**src/rtl/out_packet_arbiter.sv**
```systemverilog
// Return-channel packet arbiter: grants power, keyboard or mic onto the single
// outbound 40-bit slot, holds it until the sender takes it, and drops on a stall.
module out_packet_arbiter #(
    parameter int TIMEOUT = 4096,
    parameter int TW      = 13
) (
    input  logic        mon_clk,
    input  logic        reset,
    input  logic        power_req,
    input  logic [39:0] power_data,
    output logic        power_ack,
    input  logic        kb_req,
    input  logic [39:0] kb_data,
    output logic        kb_ack,
    input  logic        mic_req,
    input  logic [39:0] mic_data,
    output logic        mic_ack,
    output logic [39:0] out_data,
    output logic        out_valid,
    input  logic        out_taken,
    output logic [1:0]  grant_id,
    output logic [7:0]  drop_count,
    output logic        busy
);

    typedef enum logic [1:0] {
        ST_IDLE = 2'd0,
        ST_WAIT = 2'd1,
        ST_HOLD = 2'd2
    } state_t;

    localparam logic [1:0]    GID_NONE   = 2'd0;
    localparam logic [1:0]    GID_POWER  = 2'd1;
    localparam logic [1:0]    GID_KB     = 2'd2;
    localparam logic [1:0]    GID_MIC    = 2'd3;
    localparam logic [TW-1:0] TIMER_LAST = TW'(TIMEOUT - 1);

    state_t        r_state;
    logic [39:0]   r_out_data;
    logic          r_out_valid;
    logic [1:0]    r_grant_id;
    logic [TW-1:0] r_timer;
    logic          r_rr;
    logic [7:0]    r_drop_count;
    logic [2:0]    r_ack;
    logic          r_busy;

    state_t        w_state_next;
    logic [39:0]   w_out_data_next;
    logic          w_out_valid_next;
    logic [1:0]    w_grant_id_next;
    logic [TW-1:0] w_timer_next;
    logic          w_rr_next;
    logic [7:0]    w_drop_count_next;
    logic [2:0]    w_ack_next;
    logic [1:0]    w_win_id;
    logic [39:0]   w_win_data;
    logic          w_timeout;
    logic [2:0]    w_owner_ack;
    logic          w_owner_rr;

    // Winner selection: power first, then the round-robin pointer decides kb vs mic.
    always_comb begin
        w_win_id = GID_NONE;
        if (power_req) begin
            w_win_id = GID_POWER;
        end else if (kb_req && mic_req) begin
            w_win_id = r_rr ? GID_MIC : GID_KB;
        end else if (kb_req) begin
            w_win_id = GID_KB;
        end else if (mic_req) begin
            w_win_id = GID_MIC;
        end else begin
            w_win_id = GID_NONE;
        end
    end

    // Packet mux for the selected winner.
    always_comb begin
        w_win_data = 40'd0;
        case (w_win_id)
            GID_POWER: w_win_data = power_data;
            GID_KB:    w_win_data = kb_data;
            GID_MIC:   w_win_data = mic_data;
            default:   w_win_data = 40'd0;
        endcase
    end

    // Ack line and round-robin update belonging to the current owner.
    always_comb begin
        w_owner_ack = 3'b000;
        w_owner_rr  = r_rr;
        case (r_grant_id)
            GID_POWER: w_owner_ack = 3'b001;
            GID_KB: begin
                w_owner_ack = 3'b010;
                w_owner_rr  = 1'b1;
            end
            GID_MIC: begin
                w_owner_ack = 3'b100;
                w_owner_rr  = 1'b0;
            end
            default: begin
                w_owner_ack = 3'b000;
                w_owner_rr  = r_rr;
            end
        endcase
    end

    assign w_timeout = (r_timer == TIMER_LAST);

    // Next-state and next-output logic; a take in the timeout cycle beats the drop.
    always_comb begin
        w_state_next      = r_state;
        w_out_data_next   = r_out_data;
        w_out_valid_next  = r_out_valid;
        w_grant_id_next   = r_grant_id;
        w_timer_next      = r_timer;
        w_rr_next         = r_rr;
        w_drop_count_next = r_drop_count;
        w_ack_next        = 3'b000;
        case (r_state)
            ST_IDLE: begin
                if (w_win_id != GID_NONE) begin
                    w_out_data_next  = w_win_data;
                    w_out_valid_next = 1'b1;
                    w_grant_id_next  = w_win_id;
                    w_timer_next     = {TW{1'b0}};
                    w_state_next     = ST_WAIT;
                end else begin
                    w_state_next = ST_IDLE;
                end
            end
            ST_WAIT: begin
                if (out_taken || w_timeout) begin
                    w_out_valid_next = 1'b0;
                    w_ack_next       = w_owner_ack;
                    w_rr_next        = w_owner_rr;
                    w_state_next     = ST_HOLD;
                    if (!out_taken && (r_drop_count != 8'hFF)) begin
                        w_drop_count_next = r_drop_count + 8'd1;
                    end else begin
                        w_drop_count_next = r_drop_count;
                    end
                end else begin
                    w_timer_next = r_timer + TW'(1);
                end
            end
            ST_HOLD: begin
                w_grant_id_next = GID_NONE;
                w_state_next    = ST_IDLE;
            end
            default: begin
                w_out_valid_next = 1'b0;
                w_grant_id_next  = GID_NONE;
                w_state_next     = ST_IDLE;
            end
        endcase
    end

    // State and output registers with synchronous reset.
    always_ff @(posedge mon_clk) begin
        if (reset) begin
            r_state      <= ST_IDLE;
            r_out_data   <= 40'd0;
            r_out_valid  <= 1'b0;
            r_grant_id   <= GID_NONE;
            r_timer      <= {TW{1'b0}};
            r_rr         <= 1'b0;
            r_drop_count <= 8'd0;
            r_ack        <= 3'b000;
            r_busy       <= 1'b0;
        end else begin
            r_state      <= w_state_next;
            r_out_data   <= w_out_data_next;
            r_out_valid  <= w_out_valid_next;
            r_grant_id   <= w_grant_id_next;
            r_timer      <= w_timer_next;
            r_rr         <= w_rr_next;
            r_drop_count <= w_drop_count_next;
            r_ack        <= w_ack_next;
            r_busy       <= (w_state_next != ST_IDLE);
        end
    end

    assign out_data   = r_out_data;
    assign out_valid  = r_out_valid;
    assign grant_id   = r_grant_id;
    assign drop_count = r_drop_count;
    assign busy       = r_busy;
    assign power_ack  = r_ack[0];
    assign kb_ack     = r_ack[1];
    assign mic_ack    = r_ack[2];

endmodule

```
**config.mk**
```make
export PLATFORM = sky130hd
export DESIGN_NAME = out_packet_arbiter
export DESIGN_NICKNAME = d
export VERILOG_FILES = /design/src/rtl/out_packet_arbiter.sv
export SDC_FILE = /design/constraint.sdc
export NUM_CORES = 1
export LEC_CHECK = 0
export CAP_MARGIN = 20
export CELL_PAD_IN_SITES_DETAIL_PLACEMENT = 0
export CELL_PAD_IN_SITES_GLOBAL_PLACEMENT = 1
export CORE_UTILIZATION = 30
export DETAILED_ROUTE_END_ITERATION = 8
export PLACE_DENSITY_LB_ADDON = 0.1
export SETUP_SLACK_MARGIN = 0.4
export SYNTH_ARGS = -nofsm -noshare
export SYNTH_HDL_FRONTEND = slang
export SYNTH_SLANG_ARGS = --single-unit
```
**constraint.sdc**
```tcl
create_clock -name mon_clk -period 4.4 [get_ports mon_clk]
set_input_delay 1.1 -clock mon_clk [delete_from_list [all_inputs] [get_ports mon_clk]]
set_output_delay 1.1 -clock mon_clk [all_outputs]
set_load 0.005 [all_outputs]
```
After elaboration in Yosys (flattened, before gate mapping)
Index checks and enable logic that the tools add are counted.

operators by class
  shift-type cells = 0
  multipliers = 0
  magnitude comparators = 0
  $add $sub $neg = 2
  equality and inequality tests = 13
  bitwise logic cells = 3
  mux-type cells = 19
  reductions and logical operators = 16
  div/mod/pow operators = 0

operators with widths
  operator                                                                  number
  40-bit one-hot mux with 3 select lines                                    1
  13-bit 2-to-1 mux                                                         2
  13-bit one-hot mux with 2 select lines                                    1
  13-bit by 1-bit adder with 13-bit output (second input constant)          1
  13-bit by 12-bit equality test with 1-bit output (second input constant)  1
  2-bit 2-to-1 mux                                                          6
  3-bit AND reduction                                                       4
  2-bit equality test (second input constant)                               5
  3-bit one-hot mux with 3 select lines                                     1
  8-bit by 1-bit adder with 8-bit output (second input constant)            1
  8-bit != test (second input constant)                                     1
  2-bit one-hot mux with 2 select lines                                     2
  2-bit nonzero test                                                        4
  2-bit by 1-bit equality test with 1-bit output (second input constant)    3
  2-bit != test (second input constant)                                     3
  1-bit 2-to-1 mux                                                          4
  2-bit AND reduction                                                       2
  1-bit NOT                                                                 3
  1-bit one-hot mux with 3 select lines                                     1
  3-bit OR reduction                                                        1
  1-bit logical AND                                                         2
  2-bit zero test                                                           1
  1-bit one-hot mux with 2 select lines                                     1
  1-bit zero test                                                           1
  1-bit logical OR                                                          1

word-level totals
  output and inout port bits = 55
  memory bits (read-only) = 0
  bits in registers = 71
  memories kept = 0
  bits in latches = 0
  RAM bits = 0

Logic depth before layout (Yosys ltp)
Gate-level depths: netlist of the first run.

  depth after elaboration = 8
  gate-level depth with buffers = 7

Worst setup path after synthesis of the first run
Ideal clock, no wire load.

  kind = input-to-reg
  start point = input power_req
  end point = register r_timer[5]
  buffers on the path = 2
  stages = 6
  path slack = 1978 ps
  arrival = 2344 ps
  library setup time = 79 ps
  cell sequence = buf_6 -> or3_1 -> and2_1 -> buf_6 -> a211o_4 -> o211ai_1

between the ends
  cells in the longest elaborated chain, start to end = 4

RTL lines
  item                                  line  source
  start, declared                       9     input logic power_req,
  2-bit 2-to-1 mux                      65    if (power_req) begin
  2-bit nonzero test                    124   if (w_win_id != GID_NONE) begin
  2-bit != test (no source line)        -
  3-bit AND reduction (no source line)  -
  end signal, assigned                  168   r_timer <= {TW{1'b0}};
  end signal, assigned                  178   r_timer <= w_timer_next;
  end, declared                         42    logic [TW-1:0] r_timer;

No other way between the ends.
A chain may end at the register's enable or synchronous reset.

Worst setup path after layout of the first run
  start point = input power_req
  end point = register r_out_data[13] (netlist: out_data[13])

between the ends
  cells in the longest elaborated chain, start to end = 3
  elaborated cells between the ends (all ways) = 7
  those cells by class = eq/ne: 3; mux: 2; reduce/logical: 2

RTL lines
  item                                                                                  line  source
  2-bit 2-to-1 mux *                                                                    65
  2-bit equality test (tied with other cells)                                           81    case (w_win_id)
  40-bit one-hot mux with 3 select lines / 2-bit AND reduction (equally long branches)  -
  end signal, assigned                                                                  175   r_out_data <= w_out_data_next;
  end, declared                                                                         39    logic [39:0] r_out_data;

Every way passes the cells marked *; elsewhere a longest branch is shown, timed or not.

==> metrics.md, run 1 <==
| Metric | Value |
|---|---|
| Synth Flop Type | `dfxtp_1` |
| Die Span Y | `about 110 um` |
| Outcome | `completed` |
| WP data required | `4650 ps` |
| Setup_tns | `0 ps` |
| Placement Setup Slack | `between 1000 and 1500 ps` |
| Final Hold Vio Count | `0` |
| Num rows | `38` |
| VDD IR max | `about 0.14 mV` |
| DRT iter0 DRCs | `roughly 280` |
| Tot GR Track Use | `roughly 20%` |
| Synth area leaders | `dfxtp_1 (43%), a222oi_1 (12%), a211oi_1 (10%)` |
| Avg Synthesized Cell Area | `8.98 um2` |
| Synth area leader | `dfxtp_1` |
| RSZ-0062 raised after global routing | `false` |
| Distinct cell type count after synthesis | `41` |
| Pwr Total | `around 1.7 mW` |
| # IOs | `181` |
| Warnings from Yosys | `0` |
| Wire per inst | `16.3 um` |
| 1st-pass router iterations | `9` |
| Flops & latches, synth | `71` |
| Endpoints failing setup | `0` |
| Die area | `approximately 0.011 mm2` |
| Sequential share of the synthesized area | `42.9%` |
| Largest net degree at the start of global routing | `41` |
| Number of port buffers | `180` |
| Critical path class | `in -> reg` |
| FF-to-FF setup slack | `2200 ps` |
| CP Launch Point | `power_req` |
| CP endpoint | `out_data[13]` |
| Slew @ Worst Pin | `687 ps` |
| Top-area cell type share of the netlist area | `42.9%` |
| Post-route setup slack | `1500 ps` |
| Share of layout cells above drive strength 1 | `approximately 6.1%` |
| Slew margin rel. | `a little over half` |
| Leak Pwr | `1.87 nW` |
| Endpoint type of the worst setup path | `flop` |
| Final period util | `66.0%` |
| CTS Buffer Depth | `2` |
| Initial antenna violation count | `0` |
| HP Class | `reg -> reg` |
| Clock latency on the worst-skew pair | `approximately 340 ps` |
| Final min period | `2900 ps` |
| R2r startpoint | `r_timer[0]` |
| Hold Buf Count CTS | `0` |
| Syn nets | `497` |
| Slew Viols, Final | `0` |
| Via count | `approximately 3600` |
| Vias in the first global route | `3570` |
| CTS clk-pin slew, worst paths | `about 80 ps` |
| First-pass GRT wire length | `~17 mm` |
| Synthesized area | `0.00331 mm2` |
| CTS H-tree lvls | `3` |
| Post-synth EDFFs | `0` |
| Fin Clk Skew | `10.4 ps` |
| CTS root buffer | `clkbuf_8` |
| Fin Hold WS | `475 ps` |
| GPL Wtd Cong | `0.707` |
| Sink Count | `71` |
| Initial Util | `30.7%` |
| Synthesis-to-layout area growth | `64.2%` |
| Achievable clock frequency | `0.345 GHz` |
| Remaining antenna violation count | `0` |
| CTS buffer count | `9` |
| CTS tree | `done` |
| N_diodes | `0` |
| Crit start category | `input port` |
| Post-CTS Setup Bufs | `0` |
| Layout Utilization | `between 50% and 60%` |
| Worst reg-to-reg path cell count | `5` |
| Nets | `660` |
| Residual DRC | `0` |
| Crit Path Max Fanout | `38` |
| Routed wire length | `11.1 mm` |
| Max cap viols | `0` |
| Via density | `5.36` |
| Total congestion overflow | `0` |
| R2R Path End | `r_timer[2]` |
| Quantity of gates resized following cts | `0` |
| Mapped Cells | `369` |
| Fraction of registers with async set/reset | `0%` |
| Critical Path AT | `3150 ps` |
| Power per cell area | `317 mW/mm2` |
| Die X | `approximately 110 um` |
| Core ar. | `0.0108 mm2` |
| DPL Wire Length | `8.13 mm` |
-- critical path, stage by stage --
cell and delay [ps]:
clkdlybuf4s50_1 660, or3_1 200, and2_2 460, buf_4 420, nor2_1 70, a211oi_1 210
-- registers in the layout, summed over array words and instances (netlist names) --
| signal | flops |
|---|---|
| r_state | 2 |
| busy | 1 |
| r_timer | 13 |
| r_rr | 1 |
| out_valid | 1 |
| r_ack | 3 |
| drop_count | 8 |
| grant_id | 2 |
| out_data | 40 |
-- metal layers --
metal  track usage (%)  share of wire (%)  vias to the layer above
met5                 0                  0                        -
met4              6.75                1.8                        0
met3              7.60                7.2                       12
met2              34.4                 50                      134
met1              21.4                 41                     1678
li1                  -                  -                     1803
-- synth_stat cells (2+ instances only) --
master / instances
a2111oi_0: 2
a211oi_1: 44
a21oi_1: 12
a222oi_1: 40
a31oi_1: 12
and2_1: 3
and3_1: 3
and4_1: 3
buf_2: 4
buf_6: 2
clkbuf_1: 28
dfxtp_1: 71
ha_1: 2
inv_1: 8
mux2_2: 3
nand2_1: 6
nand2b_1: 5
nand3_1: 12
nand4_1: 4
nor2_1: 56
nor2b_1: 4
nor3_1: 4
nor4_1: 4
o211ai_1: 5
o21a_1: 2
o21ai_0: 9
o31ai_1: 2
or3_1: 4
or4_1: 3
-- cells by family (layout without fill, tap and decap cells) --
group	count (synthesis)	after routing	share of synthesized area, %
AOI/OAI and AO/OA	132	132	31.5
adders and majority gates	2	2	0.755
buffers and inverters	42	210	5.36
DFF	71	71	42.9
muxes	3	3	1.02
and+or+nand+nor	119	119	18.5
-- area by class of cell --
class	instances	area, um2
Fill cell	1042	5350
Timing Repair Buffer	186	1840
Multi-Input combinational cell	256	1740
Sequential cell	71	1420
Tap cell	140	175
Clock buffer	11	151
Clock inverter	5	80.1
Inverter	8	30.0
-- metrics by stage --
| step | instances | area (um2) |
|---|---|---|
| 3_5_place_dp | 661 | 5210 |
| 3_3_place_gp | 661 | 5210 |
| 6_report | 677 | 5440 |
| 2_1_floorplan | 369 | 3310 |
| 4_1_cts | 677 | 5440 |
| 5_1_grt | 677 | 5440 |
-- cell usage in the layout, fill, tap and decap left out, types with 2 or more instances in the layout --
master | netlist | layout
dfxtp_1 | 71 | 71
ha_1 | 2 | 2
nand4_1 | 4 | 4
clkdlybuf4s50_1 | 0 | 179
a2111oi_0 | 2 | 2
a211oi_4 | 0 | 2
nor2_1 | 56 | 56
or3_1 | 4 | 4
o21ai_0 | 9 | 9
clkinvlp_4 | 0 | 2
o211ai_1 | 5 | 5
o31ai_1 | 2 | 2
bufinv_16 | 0 | 2
nand2_1 | 6 | 6
clkbuf_8 | 0 | 11
o21a_1 | 2 | 2
nor3_1 | 4 | 4
mux2_2 | 3 | 3
a211oi_1 | 44 | 42
and2_1 | 3 | 2
inv_1 | 8 | 8
a21oi_1 | 12 | 12
buf_4 | 0 | 6
or4_1 | 3 | 3
nor4_1 | 4 | 4
and3_1 | 3 | 3
nor2b_1 | 4 | 4
and4_1 | 3 | 3
a222oi_1 | 40 | 40
a31oi_1 | 12 | 12
nand2b_1 | 5 | 5
nand3_1 | 12 | 12
-- worst min-delay path by stage --
stage | from | to | slack [ps] | cells past startpoint
floorplan | r_timer[12] | r_timer[12] | 430 | 2
finish | r_timer[12] | r_timer[12] | 470 | 2
global placement | r_timer[12] | r_timer[12] | 450 | 2
CTS | r_timer[12] | r_timer[12] | 480 | 2
global route | r_timer[12] | r_timer[12] | 490 | 2
detailed placement | r_timer[12] | r_timer[12] | 450 | 2
-- power by group --
group	leakage (nW)	internal, mW	switching, mW
Sequential	0.584	0.694	0.0310
Clock	0.112	0.349	0.251
Combinational	1.18	0.242	0.159
Total	1.87	1.29	0.441
(Power assumes the default switching activity.)
==> inputs of run 2 (changes only) <==
CORE_UTILIZATION = 25   (was 30)
clock period = 2.5 ns   (was 4.4 ns; I/O delays follow)
==> run 2 against run 1 <==
  * Die area up 20%
  * Sequential power grew 77%
  * Global-route usage down 2.4 points
  * Setup slack worse by 1000 ps
  * Sequential share of layout area is 1.5 points lower
  * Cell count is 6.4% higher
  * Non-clock buffer count increased by 11
  * Clock skew fell by 4.3 ps
  * Wire length is 6.6% higher
  * Critical path depth down 1
  * Critical path type unchanged
  * Critical endpoint is now drop_count[7]
==> metrics.md, run 2 (same netlist as run 1, synthesis figures left out) <==
| Metric | Value |
|---|---|
| Outcome | `completed` |
| Final Hold Vio Count | `0 (unchanged)` |
| CTS root buffer | `clkbuf_16` |
| Fin Clk Skew | `6.09 ps (-4.33 ps)` |
| VDD IR max | `0.346 mV (+150%)` |
| Most common cell after layout, fill and taps aside | `clkdlybuf4s50_1` |
| Wire per inst | `16.4 um (+0.26%)` |
| Worst hold path depth | `2 (unchanged)` |
| Residual DRC | `0 (unchanged)` |
| Setup_tns | `0 ps (unchanged)` |
| Power per cell area | `609 mW/mm2 (+92%)` |
| Largest net degree at the start of global routing | `82 (+100%)` |
| HP Class | `reg -> reg` |
| Max cap viols | `0 (unchanged)` |
| Sink Count | `71 (unchanged)` |
| R2R Path End | `drop_count[5]` |
| Layout Utilization | `45.2% (-5.2 points)` |
| Placed cells | `704 (+6.5%)` |
| Area occupied by multi-input gates | `0.00177 mm2 (+1.9%)` |
| Final Instance Count excl. Fillers | `720 (+6.4%)` |
| Met2 WL | `5.80 mm (+3.9%)` |
| Critical path class | `in -> reg` |
| Leak Pwr | `2.01 nW (+7.5%)` |
| Worst Hold Path EP | `r_timer[12]` |
| Core ar. | `0.0128 mm2 (+18%)` |
| CTS tree | `done` |
| N_diodes | `0 (unchanged)` |
| GPL Wtd Cong | `0.787 (+11%)` |
| Slew @ Worst Pin | `533 ps (-154 ps)` |
| Via density | `5.15 (-3.9%)` |
| Pwr Total | `3.51 mW (+100%)` |
| # IOs | `181 (unchanged)` |
| Highest Signal Layer | `met4` |
| Num rows | `41 (+7.9%)` |
| 1st-pass router iterations | `6 (-3)` |
| Total congestion overflow | `0 (unchanged)` |
| Remaining antenna violation count | `0 (unchanged)` |
| Critical path depth | `5 (-1)` |
| Hold Buf Count CTS | `0 (unchanged)` |
| Routed met3 length | `863 um (+8.6%)` |
| CTS H-tree lvls | `3 (unchanged)` |
| Via count | `3707 (+2.2%)` |
| FF-to-FF setup slack | `490 ps (-1710 ps)` |
| Initial Util | `25.9% (-4.8 points)` |
| Routed wire length | `11.8 mm (+6.6%)` |
| Die area | `0.0137 mm2 (+20%)` |
| Slew Viols, Final | `0 (unchanged)` |
| Clock latency on the worst-skew pair | `340 ps (about the same)` |
| Critical Path AT | `2250 ps (-900 ps)` |
| Slowest-stage cell, CP | `clkdlybuf4s50_1` |
| Vias in the first global route | `3572 (+0.056%)` |
| Endpoint type of the worst setup path | `flop` |
| M1 WL | `4.87 mm (+8.8%)` |
| Achievable clock frequency | `0.495 GHz` |
| CTS buffer count | `9 (unchanged)` |
| Worst reg-to-reg path cell count | `5 (unchanged)` |
| Crit Path Max Fanout | `7 (-82%)` |
| First-pass GRT wire length | `17.9 mm (+2.6%)` |
| Die Span Y | `117 um (+9.4%)` |
| Post-CTS Setup Bufs | `0 (unchanged)` |
| Max reg flops | `40 (unchanged)` |
| Slew margin rel. | `64.3% (+10 points)` |
| CP bufs+invs | `1 (-1)` |
| RSZ-0062 raised after global routing | `true` |
| Endpoints failing setup | `0 (unchanged)` |
| Share of layout cells above drive strength 1 | `8.94% (+2.8 points)` |
| Crit start category | `input port` |
| R2r startpoint | `r_timer[0]` |
| Synthesis-to-layout area growth | `74.1%` |
| Initial antenna violation count | `0 (unchanged)` |
| DPL Wire Length | `8.46 mm (+4.1%)` |
| Largest stage delay on the critical path | `490 ps (-170 ps)` |
| Min-delay src | `r_timer[12]` |
| Final min period | `about 2000 ps` |
| Register area | `0.00142 mm2 (unchanged)` |
| CTS clk-pin slew, worst paths | `60 ps (-20 ps)` |
| Crit-path cells | `clkdlybuf4s50_1, nor3b_4, o211ai_1, nor4_2, mux2_2` |
| Number of port buffers | `180 (unchanged)` |
| Fin Hold WS | `461 ps (-13.8 ps)` |
| CTS Buffer Depth | `2 (unchanged)` |
| Fill count | `1267 (+22%)` |
| DRT iter0 DRCs | `215 (-22%)` |
| Final period util | `80.8%` |
| WP data required | `2730 ps (-1920 ps)` |
| Die X | `117 um (+9.4%)` |
| Highest-count cells in the layout ignoring fill and taps | `clkdlybuf4s50_1 (178), dfxtp_1 (71), nor2_1 (56)` |
| Crit path max-delay family | `simple AND/OR/NAND/NOR gates` |
| Tot GR Track Use | `17.2% (-2.4 points)` |
| Nets | `671 (+1.7%)` |
-- run 2: power by group --
group | internal, mW | switching (mW) | total, mW
Sequential | 1.22 | 0.0542 | 1.28
Combinational | 0.453 | 0.287 | 0.740
Clock | 0.998 | 0.496 | 1.49
-- run 2: per-layer routing --
| layer | GRT usage, % | vias up |
|---|---|---|
| li1 | - | 1830 |
| met1 | 20.5 | 1725 |
| met2 | 28.5 | 134 |
| met3 | 4.63 | 18 |
| met4 | 8.44 | 0 |
| met5 | 0 | - |
-- run 2: layout make-up --
type / count / share of cell area [%]
Multi-Input combinational cell: 256 / 30.7
Timing Repair Buffer: 197 / 34.4
Clock buffer: 10 / 4.14
Tap cell: 172 / 3.73
Clock inverter: 6 / 1.87
Inverter: 8 / 0.521
Sequential cell: 71 / 24.6
-- run 2: repair_timing --
item / in CTS / in global routing
resized for setup: 0 / 6
endpoints found under the setup margin: 0 / 13
endpoints found under the hold margin: 0 / 0
-- run 2: worst max-delay path by stage --
stage               startpoint       endpoint
floorplan            power_req     r_timer[5]
global placement     out_taken  drop_count[5]
detailed placement   out_taken  drop_count[7]
CTS                 r_timer[0]  drop_count[7]
global route        r_timer[0]  drop_count[5]
finish               out_taken  drop_count[7]
-- run 2: worst reg2reg max path, stage by stage, from the launching register on --
cell and delay (ps):
dfxtp_1 420, ha_1 290, and3_2 330, nand3_4 170
nor4_1 340, mux2_2 360
-- run 2: metrics by stage --
stage / instance area, um2 / setup WS (ps)
after floorplan: 3310 / 553
after global placement: 5390 / 130
after detailed placement: 5390 / 115
after CTS: 5740 / 404
after global routing: 5770 / 382
final: 5770 / 480
